[config.mk]
export PLATFORM = sky130hd
export DESIGN_NAME = regwr_arbiter
export DESIGN_NICKNAME = d
export VERILOG_FILES = /design/src/rtl/regwr_pkg.sv /design/src/rtl/rr_pick2.sv /design/src/rtl/regwr_arbiter.sv
export SDC_FILE = /design/constraint.sdc
export NUM_CORES = 1
export LEC_CHECK = 0
export CORE_AREA = 3 3 78 80
export CTS_BUF_LIST = sky130_fd_sc_hd__clkbuf_8
export DETAILED_ROUTE_END_ITERATION = 12
export DIE_AREA = 0 0 81 83
export PLACE_DENSITY = 0.89
export RECOVER_POWER = 25
export SYNTH_ARGS = -nofsm -noshare
export SYNTH_HDL_FRONTEND = slang
export SYNTH_SLANG_ARGS = --single-unit
[constraint.sdc]
create_clock -name ld -period 1.6 [get_ports ld]
set_clock_uncertainty 0.1 [all_clocks]
set_input_delay 0.32 -clock ld [delete_from_list [all_inputs] [get_ports ld]]
set_output_delay 0.32 -clock ld [all_outputs]
set_load 0.02 [all_outputs]
[src/rtl/regwr_pkg.sv]
// Shared definitions for the register-file write arbiter: default widths,
// the write-stage state encoding and the hard-wired zero register index.
package regwr_pkg;

  localparam int DW_DEFAULT = 32;
  localparam int AW_DEFAULT = 5;

  // Register 0 is hard-wired; writes to it are granted but never performed
  localparam int ZERO_REG = 0;

  typedef enum logic [1:0] {
    IDLE = 2'd0,
    WR0  = 2'd1,
    WR1  = 2'd2
  } state_e;

endpackage

[src/rtl/rr_pick2.sv]
// Two-way round-robin pick: a lone request always wins, and on contention
// prio selects the winner (0 favours requester 0, 1 favours requester 1).
module rr_pick2 (
  input  logic req0,
  input  logic req1,
  input  logic prio,
  output logic gnt0,
  output logic gnt1
);

  always_comb begin
    gnt0 = 1'b0;
    gnt1 = 1'b0;
    if (req0 && req1) begin
      gnt0 = ~prio;
      gnt1 = prio;
    end else begin
      gnt0 = req0;
      gnt1 = req1;
    end
  end

endmodule

[src/rtl/regwr_arbiter.sv]
// Arbitrates two register-file write requesters onto one registered write port.
// Optional feature: define REGWR_ARB_FWD_EN to add the write-to-read forwarding port.
module regwr_arbiter
  import regwr_pkg::*;
#(
  parameter int DW = DW_DEFAULT,
  parameter int AW = AW_DEFAULT
) (
  input  logic          ld,
  input  logic          rst,
  input  logic          req0,
  input  logic [AW-1:0] addr0,
  input  logic [DW-1:0] data0,
  output logic          gnt0,
  input  logic          req1,
  input  logic [AW-1:0] addr1,
  input  logic [DW-1:0] data1,
  output logic          gnt1,
  output logic          rf_we,
  output logic [AW-1:0] rf_waddr,
  output logic [DW-1:0] rf_wdata,
  output logic          busy
`ifdef REGWR_ARB_FWD_EN
  ,
  input  logic [AW-1:0] rd_addr,
  output logic          fwd_hit,
  output logic [DW-1:0] fwd_data
`endif
);

  state_e        state_q, state_d;
  logic          prio_q, prio_d;
  logic          zero_dst_q, zero_dst_d;
  logic [AW-1:0] waddr_q, waddr_d;
  logic [DW-1:0] wdata_q, wdata_d;
  logic          pick_gnt0, pick_gnt1;

  rr_pick2 u_pick (
    .req0 (req0),
    .req1 (req1),
    .prio (prio_q),
    .gnt0 (pick_gnt0),
    .gnt1 (pick_gnt1)
  );

  // Grants are masked by reset so nothing is offered while the block is held
  assign gnt0 = pick_gnt0 & rst;
  assign gnt1 = pick_gnt1 & rst;
  assign busy = (req0 & ~gnt0) | (req1 & ~gnt1);

  always_comb begin
    state_d    = IDLE;
    prio_d     = prio_q;
    zero_dst_d = 1'b0;
    waddr_d    = waddr_q;
    wdata_d    = wdata_q;
    if (gnt0) begin
      state_d    = WR0;
      prio_d     = 1'b1;
      zero_dst_d = (addr0 == AW'(ZERO_REG));
      waddr_d    = addr0;
      wdata_d    = data0;
    end else if (gnt1) begin
      state_d    = WR1;
      prio_d     = 1'b0;
      zero_dst_d = (addr1 == AW'(ZERO_REG));
      waddr_d    = addr1;
      wdata_d    = data1;
    end
  end

  always_ff @(posedge ld or negedge rst) begin
    if (!rst) begin
      state_q    <= IDLE;
      prio_q     <= 1'b0;
      zero_dst_q <= 1'b0;
      waddr_q    <= '0;
      wdata_q    <= '0;
    end else begin
      state_q    <= state_d;
      prio_q     <= prio_d;
      zero_dst_q <= zero_dst_d;
      waddr_q    <= waddr_d;
      wdata_q    <= wdata_d;
    end
  end

  // Write enable follows the state flop, so an async reset kills it at once
  assign rf_we    = (state_q != IDLE) & ~zero_dst_q;
  assign rf_waddr = waddr_q;
  assign rf_wdata = wdata_q;

`ifdef REGWR_ARB_FWD_EN
  assign fwd_hit  = rf_we & (rd_addr == waddr_q) & (rd_addr != AW'(ZERO_REG));
  assign fwd_data = wdata_q;
`endif

endmodule

Yosys cells after proc, flatten, opt, wreduce, memory -nomap -nowiden
Cells that the tools add are included.

Logic and storage cells: 32. Bits in registers: 41. Output and inout bits: 41. Input bits: 78.

Reductions and logical operators: 5. Mux-type cells: 12. Bitwise operators: 10.

Operators by type and width (count): $mux W32 (2); $logic_not A5 Y1 (2); $mux W5 (2); $mux W1 (6); $and A1 B1 Y1 (5); $mux W2 (2); $not A1 Y1 (4); $reduce_bool A2 Y1 (2); $logic_and A1 B1 Y1 (1); $or A1 B1 Y1 (1).

Depth between registers and ports, before layout
Word-level depth: 6. Depth in mapped cells: 6. Mapped depth without buffers: 3.

Cells and area by module
A second synthesis with hierarchy kept.

Cells, all modules: 186. Area total of the unflattened synthesis: 1886.8 um^2.

Modules (own cells, without submodules): regwr_arbiter (instances 1, area each 1868.0 um^2, seq. area each 1026.0 um^2, cells an instance 183); rr_pick2 (instances 1, area each 18.8 um^2, seq. area each 0.0 um^2, cells an instance 3).

Worst setup path after synthesis
No wires, ideal clock.

Kind: input -> output. Start point: input port req0. End point: output port busy. Slack: -0.059 ns. Stages: 4. Arrival: 1.239 ns. Cells stage by stage: buf_6 > clkbuf_1 > nor2_1 > o21ai_0.

Longest elaborated chain between the ends: 6. Elaborated cells on any way between the ends: 10. Those cells by class: 2 x mux; 7 x bitwise; 1 x reduce/logical.

RTL lines: start: declaration (line regwr_arbiter.sv:11) `input logic req0,`; $logic_and A1 B1 Y1 (line rr_pick2.sv:14) `if (req0 && req1) begin`; $mux W1 (line rr_pick2.sv:14); $and A1 B1 Y1, on equally long branches (line regwr_arbiter.sv:47, regwr_arbiter.sv:48); $not A1 Y1 (line regwr_arbiter.sv:49) `assign busy = (req0 & ~gnt0) | (req1 & ~gnt1);`; $and A1 B1 Y1 (line regwr_arbiter.sv:49); $or A1 B1 Y1 * (line regwr_arbiter.sv:49); end: declaration (line regwr_arbiter.sv:22) `output logic busy`.

Every way passes the cells marked *; elsewhere a longest branch is shown, timed or not.

Worst setup path in the final report
Ends and elaborated chain as after synthesis.

==> metrics.txt <==
run status completed; leading cell types by total area after synthesis dfrtp_1 47%, o2111ai_1 13%, a31oi_1 9.2%, nor2_1 6.4%, o21ai_0 6.0%; Slowest Stage Delay on Critical Path 0.29 ns; worst-case headroom to the max-slew limit 78.56%; total number of nets in the final design 430; Avg WL per Cell 16.24 µm; Max Slew Vio Count 0; mean instance size in the synthesized netlist 9.543 µm²; Syn Std Cell Area 2176 µm²; post-layout utilization of the core 64.63%; via count of the first global-routing pass 2258; synthesis-to-finish area growth 62.56%; clock buffers created by TritonCTS 5; Critical path buffers and inverters 3; remaining routing DRC violations 0; maximum vdd drop 406.6 µV; type of the setup path with the least slack input port to output pin; count of distinct cell types in the synthesized netlist 27; required time of the critical path 1.18 ns; maximum level of the CTS H-tree 2; number of clock sinks 41; switching share of power 31.99%; post-synth net total 306; Power Density 828.7 nW/µm²; Horiz. Die Dim 81 µm; final weighted congestion in routability-driven placement 0.7366; internal power contribution 1.993 mW; worst-case hold slack 0.06648 ns; Hold WC Path Type input port to asynchronous set/reset pin; mean number of vias per cell 5.564; critical path launch point type input port; vias after detailed routing 2359; synthesized flop and latch total 41; relative contribution of sequential cells to total power 42.6%; vertical extent of the die 83 µm; first-pass GRT wire length 11.06 mm; sequential fraction of the synthesis area 47.15%; Worst Tran Pin Value 0.3215 ns; multi-input logic area 973.4 µm²; routed wire length 6.886 mm; clock slew at reported path FFs 0.07 ns; biggest area consumer among synthesized cells dfrtp_1; number of top-level pins 119; Crit path max-delay family buffers and inverters; largest net degree at the start of global routing 34; count of antenna-violating nets left after detailed routing 0; arrival time of data at the critical path endpoint 1.14 ns; total global-route track usage 20.50%; iteration count of the initial detailed-routing pass 4; proportion of layout cells with a drive suffix above 1 11.36%; area of the placeable core 5473 µm²; leakage power 1.406 nW; initial antenna violation count 0; clock share of power 22.4%; Clock Tree Buf Depth 2; Period Utilization, post-route 97.61%; Switching Power 0.9377 mW; number of hold violations in the final report 0; count of warnings emitted by yosys 0; Peak Freq 0.6403 GHz; setup repair after global routing missed its margin yes; Fillers 455; initial standard-cell utilization of the core 39.76%; min Tclk post-route 1.562 ns; number of port buffers 118; CTS tree done; detailed placement HPWL 5.053 mm; global route total overflow 0; latest clock arrival within the worst-skew pair 0.28 ns; Sequential cell area 1026 µm²; antenna diode count 0; number of instances in the synthesized netlist 228; nature of the critical path endpoint output pin; ordered cell list for the critical path dlygate4sd2_1 > buf_4 > nor2_1 > o21ai_1 > buf_2; highest net fanout along the worst path 4; Root Driver clkbuf_8; fraction of power consumed by combinational cells 35.0%; setup-violating endpoint count in the final report 0; Post CTS Setup Buffer Count 0; max cap viols 0; initial drt markers 102; standard-cell rows 27; top-area cell type share of the netlist area 47.15%; cell type of the slowest stage on the worst timing path dlygate4sd2_1; die footprint 6723 µm²
## tightest hold or removal path, stage by stage
cell and delay, ns:
buf_2 0.16, buf_12 0.13, clkbuf_1 0.20
## metrics by stage
| stage | TNS, ns | area, µm² | worst slack (ns) | instances | power [mW] |
|---|---|---|---|---|---|
| CTS | 0 | 3531 | 0.01458 | 424 | 2.951 |
| global placement | -16.89 | 3500 | -0.6581 | 416 | 2.376 |
| global route | -0.03484 | 3537 | -0.01461 | 424 | 3.093 |
| detailed placement | -18.03 | 3500 | -0.6661 | 416 | 2.401 |
| floorplan | 0 | 2176 | 0.08839 | 228 | 1.785 |
| finish | 0 | 3537 | 0.03830 | 424 | 2.931 |
## final timing paths
kind	from	to	slack (ns)	cells after the start
hold reg to reg	rf_wdata[21]$_DFFE_PN0P_	rf_wdata[21]$_DFFE_PN0P_	0.45	2
setup reg to reg	prio_q$_DFFE_PN0P_	rf_wdata[10]$_DFFE_PN0P_	0.21	4
setup / recovery	req0	busy	0.04	5
hold / removal	rst	state_q[1]$_DFF_PN0_	0.07	3
min in group ld	rst	rf_wdata[25]$_DFFE_PN0P_	0.44	4
max in group asynchronous	rst	rf_wdata[11]$_DFFE_PN0P_	0.77	4
## synth_stat cells
library cell,n
a221o_1,5
a31o_1,1
a31oi_1,32
and2_4,1
and2b_1,1
buf_2,7
buf_4,3
buf_6,5
buf_8,1
clkbuf_1,11
clkbuf_2,1
dfrtp_1,41
inv_1,2
nand2_1,2
nand2_4,1
nor2_1,37
nor2_2,1
nor2_4,1
nor2b_1,5
nor3_1,1
nor4_1,1
o2111ai_1,32
o21a_4,1
o21ai_0,26
o21ai_1,7
o22ai_1,1
or4_1,1
## final cells by class
type	count	area share, %
clock buffers	6	2.335
clock inverters	1	0.1061
inverters	2	0.2122
multi-input cells	157	27.52
flip-flops and latches	41	29.01
well taps	72	2.547
repair buffers	145	38.27
## what timing repair did
action | CTS | global route
endpoints found under the setup margin | 78 | 7
endpoints found under the hold margin | 1 | 0
hold buffers | 1 | 0
gates resized for setup | 52 | 4
## per-layer routing
metal	GRT usage, %	wire length (µm)	vias up	part of all wire (%)
met5	0	0	-	0
met3	4.555	473	7	6.9
met1	26.97	2913	1127	42
met4	5.376	57	0	0.83
met2	33.68	3441	99	50
li1	-	-	1126	-
## kinds of logic (layout without fill, tap and decap cells)
family                 after synthesis  after routing  synth area share, %
buffers and inverters               30            154                8.395
AO/OA/AOI/OAI                      105            105                33.35
flip-flops                          41             41                47.15
AND/OR/NAND/NOR                     52             52                11.10
## state kept, by name, summed over array words and instances (netlist names)
signal	count
rf_waddr	5
state_q	2
prio_q	1
rf_wdata	32
zero_dst_q	1
## power by group through the flow
stage | combinational [mW] | clock, mW | sequential (mW)
floorplan | 0.355 | 0 | 1.43
global placement | 1.11 | 0 | 1.27
detailed placement | 1.13 | 0 | 1.27
CTS | 1.03 | 0.672 | 1.25
global route | 1.11 | 0.722 | 1.26
finish | 1.03 | 0.657 | 1.25
## cell usage in the layout, fill, tap and decap left out, types with 2 or more instances in the layout
| cell type | netlist | layout |
|---|---|---|
| a221o_1 | 5 | 5 |
| a31oi_1 | 32 | 32 |
| buf_12 | 0 | 3 |
| buf_2 | 7 | 3 |
| buf_4 | 3 | 20 |
| clkbuf_1 | 11 | 2 |
| clkbuf_8 | 0 | 6 |
| clkdlybuf4s50_1 | 0 | 74 |
| dfrtp_1 | 41 | 41 |
| dlygate4sd2_1 | 0 | 39 |
| inv_1 | 2 | 3 |
| nand2_1 | 2 | 2 |
| nor2_1 | 37 | 37 |
| nor2b_1 | 5 | 5 |
| o2111ai_1 | 32 | 32 |
| o21ai_0 | 26 | 25 |
| o21ai_1 | 7 | 8 |
No activity file was read; power rests on OpenSTA's default activity.
